File: config.mk
export PLATFORM = sky130hd
export DESIGN_NAME = uart_tx_arbiter
export DESIGN_NICKNAME = d
export VERILOG_FILES = /design/src/rtl/uart_tx_arbiter.sv
export SDC_FILE = /design/constraint.sdc
export NUM_CORES = 1
export LEC_CHECK = 0
export CAP_MARGIN = 20
export CELL_PAD_IN_SITES_DETAIL_PLACEMENT = 1
export CELL_PAD_IN_SITES_GLOBAL_PLACEMENT = 1
export CORE_ASPECT_RATIO = 1.1
export CORE_MARGIN = 8
export CORE_UTILIZATION = 27
export DETAILED_ROUTE_END_ITERATION = 12
export HOLD_SLACK_MARGIN = 0.12
export PLACE_DENSITY = 0.73
export RECOVER_POWER = 25
export SLEW_MARGIN = 10
export SYNTH_ARGS = -nofsm -noshare
export SYNTH_HDL_FRONTEND = slang
export SYNTH_SLANG_ARGS = --single-unit
File: constraint.sdc
create_clock -name i_Clock -period 1.9 [get_ports i_Clock]
set_input_delay 0.285 -clock i_Clock [delete_from_list [all_inputs] [get_ports i_Clock]]
set_output_delay 0.285 -clock i_Clock [all_outputs]
set_load 0.05 [all_outputs]
File: src/rtl/uart_tx_arbiter.sv
// Purpose : round-robin arbiter feeding bytes from NUM_REQ requesters into one UART transmitter.
// Latency : request in IDLE at cycle n -> o_Tx_DV/o_Req_Ack/o_Tx_Byte in cycle n+1; i_Tx_Done in WAIT -> o_Req_Done next cycle.
// Backpressure: no grant while i_Tx_Active is high or a transfer is in flight; requests are levels and are not remembered.
//
// Ports:
//   i_Clock, i_Reset (synchronous, active-high)
//   i_Req_DV[k], i_Req_Byte[8k+7:8k]  : requester k valid level and data
//   o_Req_Ack[k], o_Req_Done[k]       : one-cycle capture / completion pulses
//   o_Tx_DV, o_Tx_Byte                : start pulse and held byte to the transmitter
//   i_Tx_Active, i_Tx_Done            : transmitter busy level and completion pulse
//   o_Busy, o_Grant_Id, o_Timeout     : status
// Optional: define UART_ARB_TIMEOUT_EN to add a WAIT-state watchdog of TIMEOUT_CLKS cycles.
module uart_tx_arbiter #(
    parameter int NUM_REQ      = 4,
    parameter int TIMEOUT_CLKS = 2048
) (
    input  logic                       i_Clock,
    input  logic                       i_Reset,
    input  logic [NUM_REQ-1:0]         i_Req_DV,
    input  logic [8*NUM_REQ-1:0]       i_Req_Byte,
    output logic [NUM_REQ-1:0]         o_Req_Ack,
    output logic [NUM_REQ-1:0]         o_Req_Done,
    output logic                       o_Tx_DV,
    output logic [7:0]                 o_Tx_Byte,
    input  logic                       i_Tx_Active,
    input  logic                       i_Tx_Done,
    output logic                       o_Busy,
    output logic [$clog2(NUM_REQ)-1:0] o_Grant_Id,
    output logic                       o_Timeout
);

    localparam int GW = $clog2(NUM_REQ);

    // Elaboration-time guard on the supported parameter range.
    if (NUM_REQ < 2 || NUM_REQ > 8 || TIMEOUT_CLKS < 1) begin : g_param_check
        $error("uart_tx_arbiter: NUM_REQ must be 2..8 and TIMEOUT_CLKS >= 1");
    end

    typedef enum logic [1:0] {
        ST_IDLE = 2'd0,
        ST_SEND = 2'd1,
        ST_WAIT = 2'd2
    } state_t;

    state_t             state_q, state_d;
    logic [GW-1:0]      ptr_q, ptr_d;      // first index examined by the next search
    logic [GW-1:0]      grant_q, grant_d;
    logic [7:0]         byte_q, byte_d;
    logic               tx_dv_q, tx_dv_d;
    logic [NUM_REQ-1:0] ack_q, ack_d;
    logic [NUM_REQ-1:0] done_q, done_d;

`ifdef UART_ARB_TIMEOUT_EN
    localparam int CW = $clog2(TIMEOUT_CLKS + 1);
    logic [CW-1:0]      cnt_q, cnt_d;
    logic               timeout_q, timeout_d;
`endif

    // Round-robin search: walk NUM_REQ positions starting at ptr_q, wrapping
    // modulo NUM_REQ (also correct when NUM_REQ is not a power of two).
    logic          req_found;
    logic [GW-1:0] req_sel;
    logic [GW:0]   cand;

    always_comb begin
        req_found = 1'b0;
        req_sel   = '0;
        cand      = '0;
        for (int i = 0; i < NUM_REQ; i++) begin
            cand = {1'b0, ptr_q} + (GW+1)'(i);
            if (cand >= (GW+1)'(NUM_REQ)) begin
                cand = cand - (GW+1)'(NUM_REQ);
            end
            if (!req_found && i_Req_DV[cand[GW-1:0]]) begin
                req_found = 1'b1;
                req_sel   = cand[GW-1:0];
            end
        end
    end

    always_comb begin
        state_d = state_q;
        ptr_d   = ptr_q;
        grant_d = grant_q;
        byte_d  = byte_q;
        tx_dv_d = 1'b0;
        ack_d   = '0;
        done_d  = '0;
`ifdef UART_ARB_TIMEOUT_EN
        cnt_d     = cnt_q;
        timeout_d = 1'b0;
`endif
        case (state_q)
            ST_IDLE: begin
                // The transmitter has no reset, so it may still be mid-frame.
                if (req_found && !i_Tx_Active) begin
                    state_d = ST_SEND;
                    tx_dv_d = 1'b1;
                    ack_d   = NUM_REQ'(1) << req_sel;
                    grant_d = req_sel;
                    byte_d  = i_Req_Byte[{req_sel, 3'b000} +: 8];
                    ptr_d   = (req_sel == GW'(NUM_REQ - 1)) ? '0 : req_sel + GW'(1);
                end
            end
            ST_SEND: begin
                state_d = ST_WAIT;
`ifdef UART_ARB_TIMEOUT_EN
                cnt_d = '0;
`endif
            end
            ST_WAIT: begin
                if (i_Tx_Done) begin
                    state_d = ST_IDLE;
                    done_d  = NUM_REQ'(1) << grant_q;
                end
`ifdef UART_ARB_TIMEOUT_EN
                else if (cnt_q == CW'(TIMEOUT_CLKS)) begin
                    // Give up on a transmitter that never reports completion.
                    state_d   = ST_IDLE;
                    timeout_d = 1'b1;
                end else begin
                    cnt_d = cnt_q + CW'(1);
                end
`endif
            end
            default: state_d = ST_IDLE;
        endcase
    end

    always_ff @(posedge i_Clock) begin
        if (i_Reset) begin
            state_q <= ST_IDLE;
            ptr_q   <= '0;
            grant_q <= '0;
            byte_q  <= '0;
            tx_dv_q <= 1'b0;
            ack_q   <= '0;
            done_q  <= '0;
        end else begin
            state_q <= state_d;
            ptr_q   <= ptr_d;
            grant_q <= grant_d;
            byte_q  <= byte_d;
            tx_dv_q <= tx_dv_d;
            ack_q   <= ack_d;
            done_q  <= done_d;
        end
    end

`ifdef UART_ARB_TIMEOUT_EN
    always_ff @(posedge i_Clock) begin
        if (i_Reset) begin
            cnt_q     <= '0;
            timeout_q <= 1'b0;
        end else begin
            cnt_q     <= cnt_d;
            timeout_q <= timeout_d;
        end
    end
    assign o_Timeout = timeout_q;
`else
    assign o_Timeout = 1'b0;
`endif

    assign o_Req_Ack  = ack_q;
    assign o_Req_Done = done_q;
    assign o_Tx_DV    = tx_dv_q;
    assign o_Tx_Byte  = byte_q;
    assign o_Grant_Id = grant_q;
    assign o_Busy     = (state_q != ST_IDLE);

endmodule

==> impl_metrics.json <==
{
  "status": "finished, final reports clean",
  "vias_per_cell": 4.67,
  "regToRegEndpoint": "o_Tx_Byte[7]$_SDFFE_PP0P_",
  "slowest_delay_ns": 0.84,
  "final_nets": 212,
  "cts_sinks": 23,
  "rsz0062_at_grt": "false",
  "r2r_cells": 6,
  "finalHoldViolCount": 0,
  "end_kind": "primary output",
  "antenna_found_initial": 0,
  "clock_latency_ns": 0.25,
  "grt_pass1_vias": 1235,
  "fin_crit_ns": 1.81,
  "num_rows": 24,
  "antennaDiodeCount": 0,
  "synth_edf_count": 0,
  "ant_nets": 0,
  "r2r_start": "ptr_q[1]$_SDFFE_PP0P_",
  "cts_root_buf": "clkbuf_8",
  "min_path_cells": 2,
  "power.density_nw_per_um2": 728,
  "gr-total-overflow": 0,
  "fill_cells": 469,
  "regArea_sq_um": 460,
  "fin_crit_sh": 0.953,
  "layout_setup_ws_ns": 0.0895,
  "synth_top_area_frac": 0.413,
  "setup_tns_ns": 0,
  "die-area_sq_um": 6440,
  "synth.distinct_cells": 32,
  "htreeDepth": 1,
  "grt_max_degree": 20,
  "die_h_microns": 83.4,
  "syn_nets": 146,
  "p_leak_nw": 0.688,
  "finalMaxSlewViolations": 0,
  "dr_total_vias": 1041,
  "dp_hpwl_mm": 2.94,
  "core_sq_um": 3960,
  "min_to": "o_Tx_Byte[7]$_SDFFE_PP0P_",
  "ios": 61,
  "cp.arrival_ns": 1.53,
  "timing.max_cap.violations": 0,
  "io_buffers": 59,
  "gp_congestion": 0.761,
  "synth_top_flop_cell": "dfxtp_1",
  "path_max_fanout": 6,
  "finalSetupViolCount": 0,
  "cts_buffers": 3,
  "die_w_microns": 77.2,
  "ctsHoldBuffers": 0,
  "netlist_instances": 106,
  "wl_per_cell_microns": 15.9,
  "hp-start": "o_Tx_Byte[7]$_SDFFE_PP0P_",
  "synth_common_cells": "23 x dfxtp_1, 17 x mux2i_1, 10 x nand3b_1",
  "grt_first_pass_wirelength_mm": 6.02,
  "yosysMostFrequentCell": "dfxtp_1",
  "layout-drive-gt1-share": 0.129,
  "dp_slack_ns": -0.0317,
  "max_clock_freq_ghz": 0.552,
  "regToRegSetupSlack_ns": 0.36,
  "area_growth_pct": 64.9,
  "clk_pin_slew_worst_paths_ns": 0.08,
  "synth_area_sq_um": 1110,
  "crit_type": "reg2out",
  "drc": 0,
  "worst_pin_slew_ns": 0.675,
  "crit_chain": "clkdlybuf4s50_1",
  "ys_ff_latch": 23,
  "cts_setup_buffers": 0,
  "critical_path_buf_inv_count": 1,
  "grt_use_total": 0.112,
  "ir_worst_vdd_v": 0.000337,
  "startpoint_type": "register",
  "cts_buffer_depth": 2,
  "multi_input_area_sq_um": 588,
  "ys_warn_count": 0,
  "synth_area_leader_cell": "dfxtp_1",
  "hold_path.class": "reg2reg",
  "cp_top_family": "buffers and inverters",
  "first_iter_violations": 14,
  "drt_pass1_iterations": 4,
  "initial_core_util": 0.281,
  "cts_tree": "built",
  "seq_area_frac_synth": 0.413,
  "required_ns": 1.62,
  "syn_area_per_cell_sq_um": 10.5,
  "drt-total-wl_mm": 3.54,
  "slew_headroom": 0.552,
  "synth_area_leaders": "dfxtp_1 41%, mux2i_1 15%, nand3b_1 6.7%",
  "async_reset_ff_frac": 0,
  "cp_slowest_cell": "clkdlybuf4s50_1",
  "finClkSkew_ns": 0.00200,
  "cts_resized": 0
}
registers in the layout (all words and copies together) (netlist names):
register,flops
o_Tx_Byte,8
o_Req_Ack,4
o_Tx_DV,1
o_Req_Done,4
state_q,2
ptr_q,2
o_Grant_Id,2
cell type report:
cell class | instances | area share
multi-input cells | 71 | 0.320
repair buffers | 68 | 0.359
inverters | 5 | 0.0102
well taps | 52 | 0.0354
clock buffers | 4 | 0.0245
flip-flops and latches | 23 | 0.251
per-stage QoR:
step / hold slack (ns) / power, mW / util / std cells / instance area [sq um]
after global routing: 0.552 / 1.41 / 0.463 / 223 / 1840
after detailed placement: 0.494 / 1.06 / 0.454 / 219 / 1800
after floorplan: 0.364 / 0.849 / - / 106 / 1110
final: 0.509 / 1.34 / 0.463 / 223 / 1840
after CTS: 0.514 / 1.36 / 0.465 / 223 / 1840
after global placement: 0.491 / 1.05 / 0.454 / 219 / 1800
how the worst max path moves through the flow:
stage                               startpoint                         to  cells past startpoint
floorplan                ptr_q[1]$_SDFFE_PP0P_  o_Tx_Byte[1]$_SDFFE_PP0P_                      6
global placement                   i_Req_DV[0]  o_Tx_Byte[6]$_SDFFE_PP0P_                      7
detailed placement                 i_Req_DV[1]  o_Tx_Byte[7]$_SDFFE_PP0P_                      7
CTS                 o_Grant_Id[1]$_SDFFE_PP0P_              o_Grant_Id[1]                      1
global route        o_Grant_Id[1]$_SDFFE_PP0P_              o_Grant_Id[1]                      1
finish              o_Grant_Id[1]$_SDFFE_PP0P_              o_Grant_Id[1]                      1
report_power, final:
part	internal, mW	switching (mW)
registers	0.520	0.0315
logic	0.230	0.260
clock network	0.149	0.147
total	0.899	0.438
worst reg2reg max path, stage by stage (launching register included):
cell,delay [ns]
dfxtp_1,0.38
a21o_1,0.18
a21oi_1,0.13
o22a_2,0.18
buf_12,0.17
mux2i_1,0.24
o221ai_1,0.14
logic make-up (layout without fill, tap and decap cells):
family | after synthesis | in the layout | synth area share
other cells | 1 | 1 | 0.00337
flops | 23 | 23 | 0.413
xor+xnor | 1 | 1 | 0.00787
buf+inv | 12 | 77 | 0.0584
simple gates | 32 | 32 | 0.190
mux | 17 | 17 | 0.153
compound gates | 20 | 20 | 0.174
cell usage in the layout, fill, tap and decap left out:
cell             netlist  layout
o22a_2                 1       1
clkbuf_8               0       3
clkbuf_2               0       1
inv_1                  5       5
buf_12                 0       1
mux2i_1               17      17
clkbuf_1               2       2
a21o_1                 1       1
buf_4                  3       8
a22oi_1                1       1
nand3b_1              10      10
o221ai_1               8       8
nand2_2                1       1
nor2_4                 1       1
xnor2_1                1       1
clkdlybuf4s50_1        0      55
o41ai_4                1       1
nand2b_2               1       1
nor3b_1                1       1
or2_2                  1       1
nor4b_1                1       1
o41ai_2                1       1
conb_1                 1       1
dfxtp_1               23      23
a211oi_4               1       1
dlygate4sd3_1          0       2
nor2_1                 9       9
nor3_4                 1       1
nand4b_1               1       1
nor4_1                 1       1
nor3_1                 2       2
a221oi_1               1       1
o22ai_1                1       1
a21oi_1                4       4
nand2b_1               2       2
per-layer routing:
metal / vias to the layer above / global-route usage / share of wire
met3: 2 / 0.0377 / 0.059
li1: 516 / - / -
met1: 486 / 0.130 / 0.44
met4: 0 / 0.0155 / 0.0028
met2: 37 / 0.196 / 0.50
met5: - / 0 / 0
No activity file was read; power rests on OpenSTA's default activity.
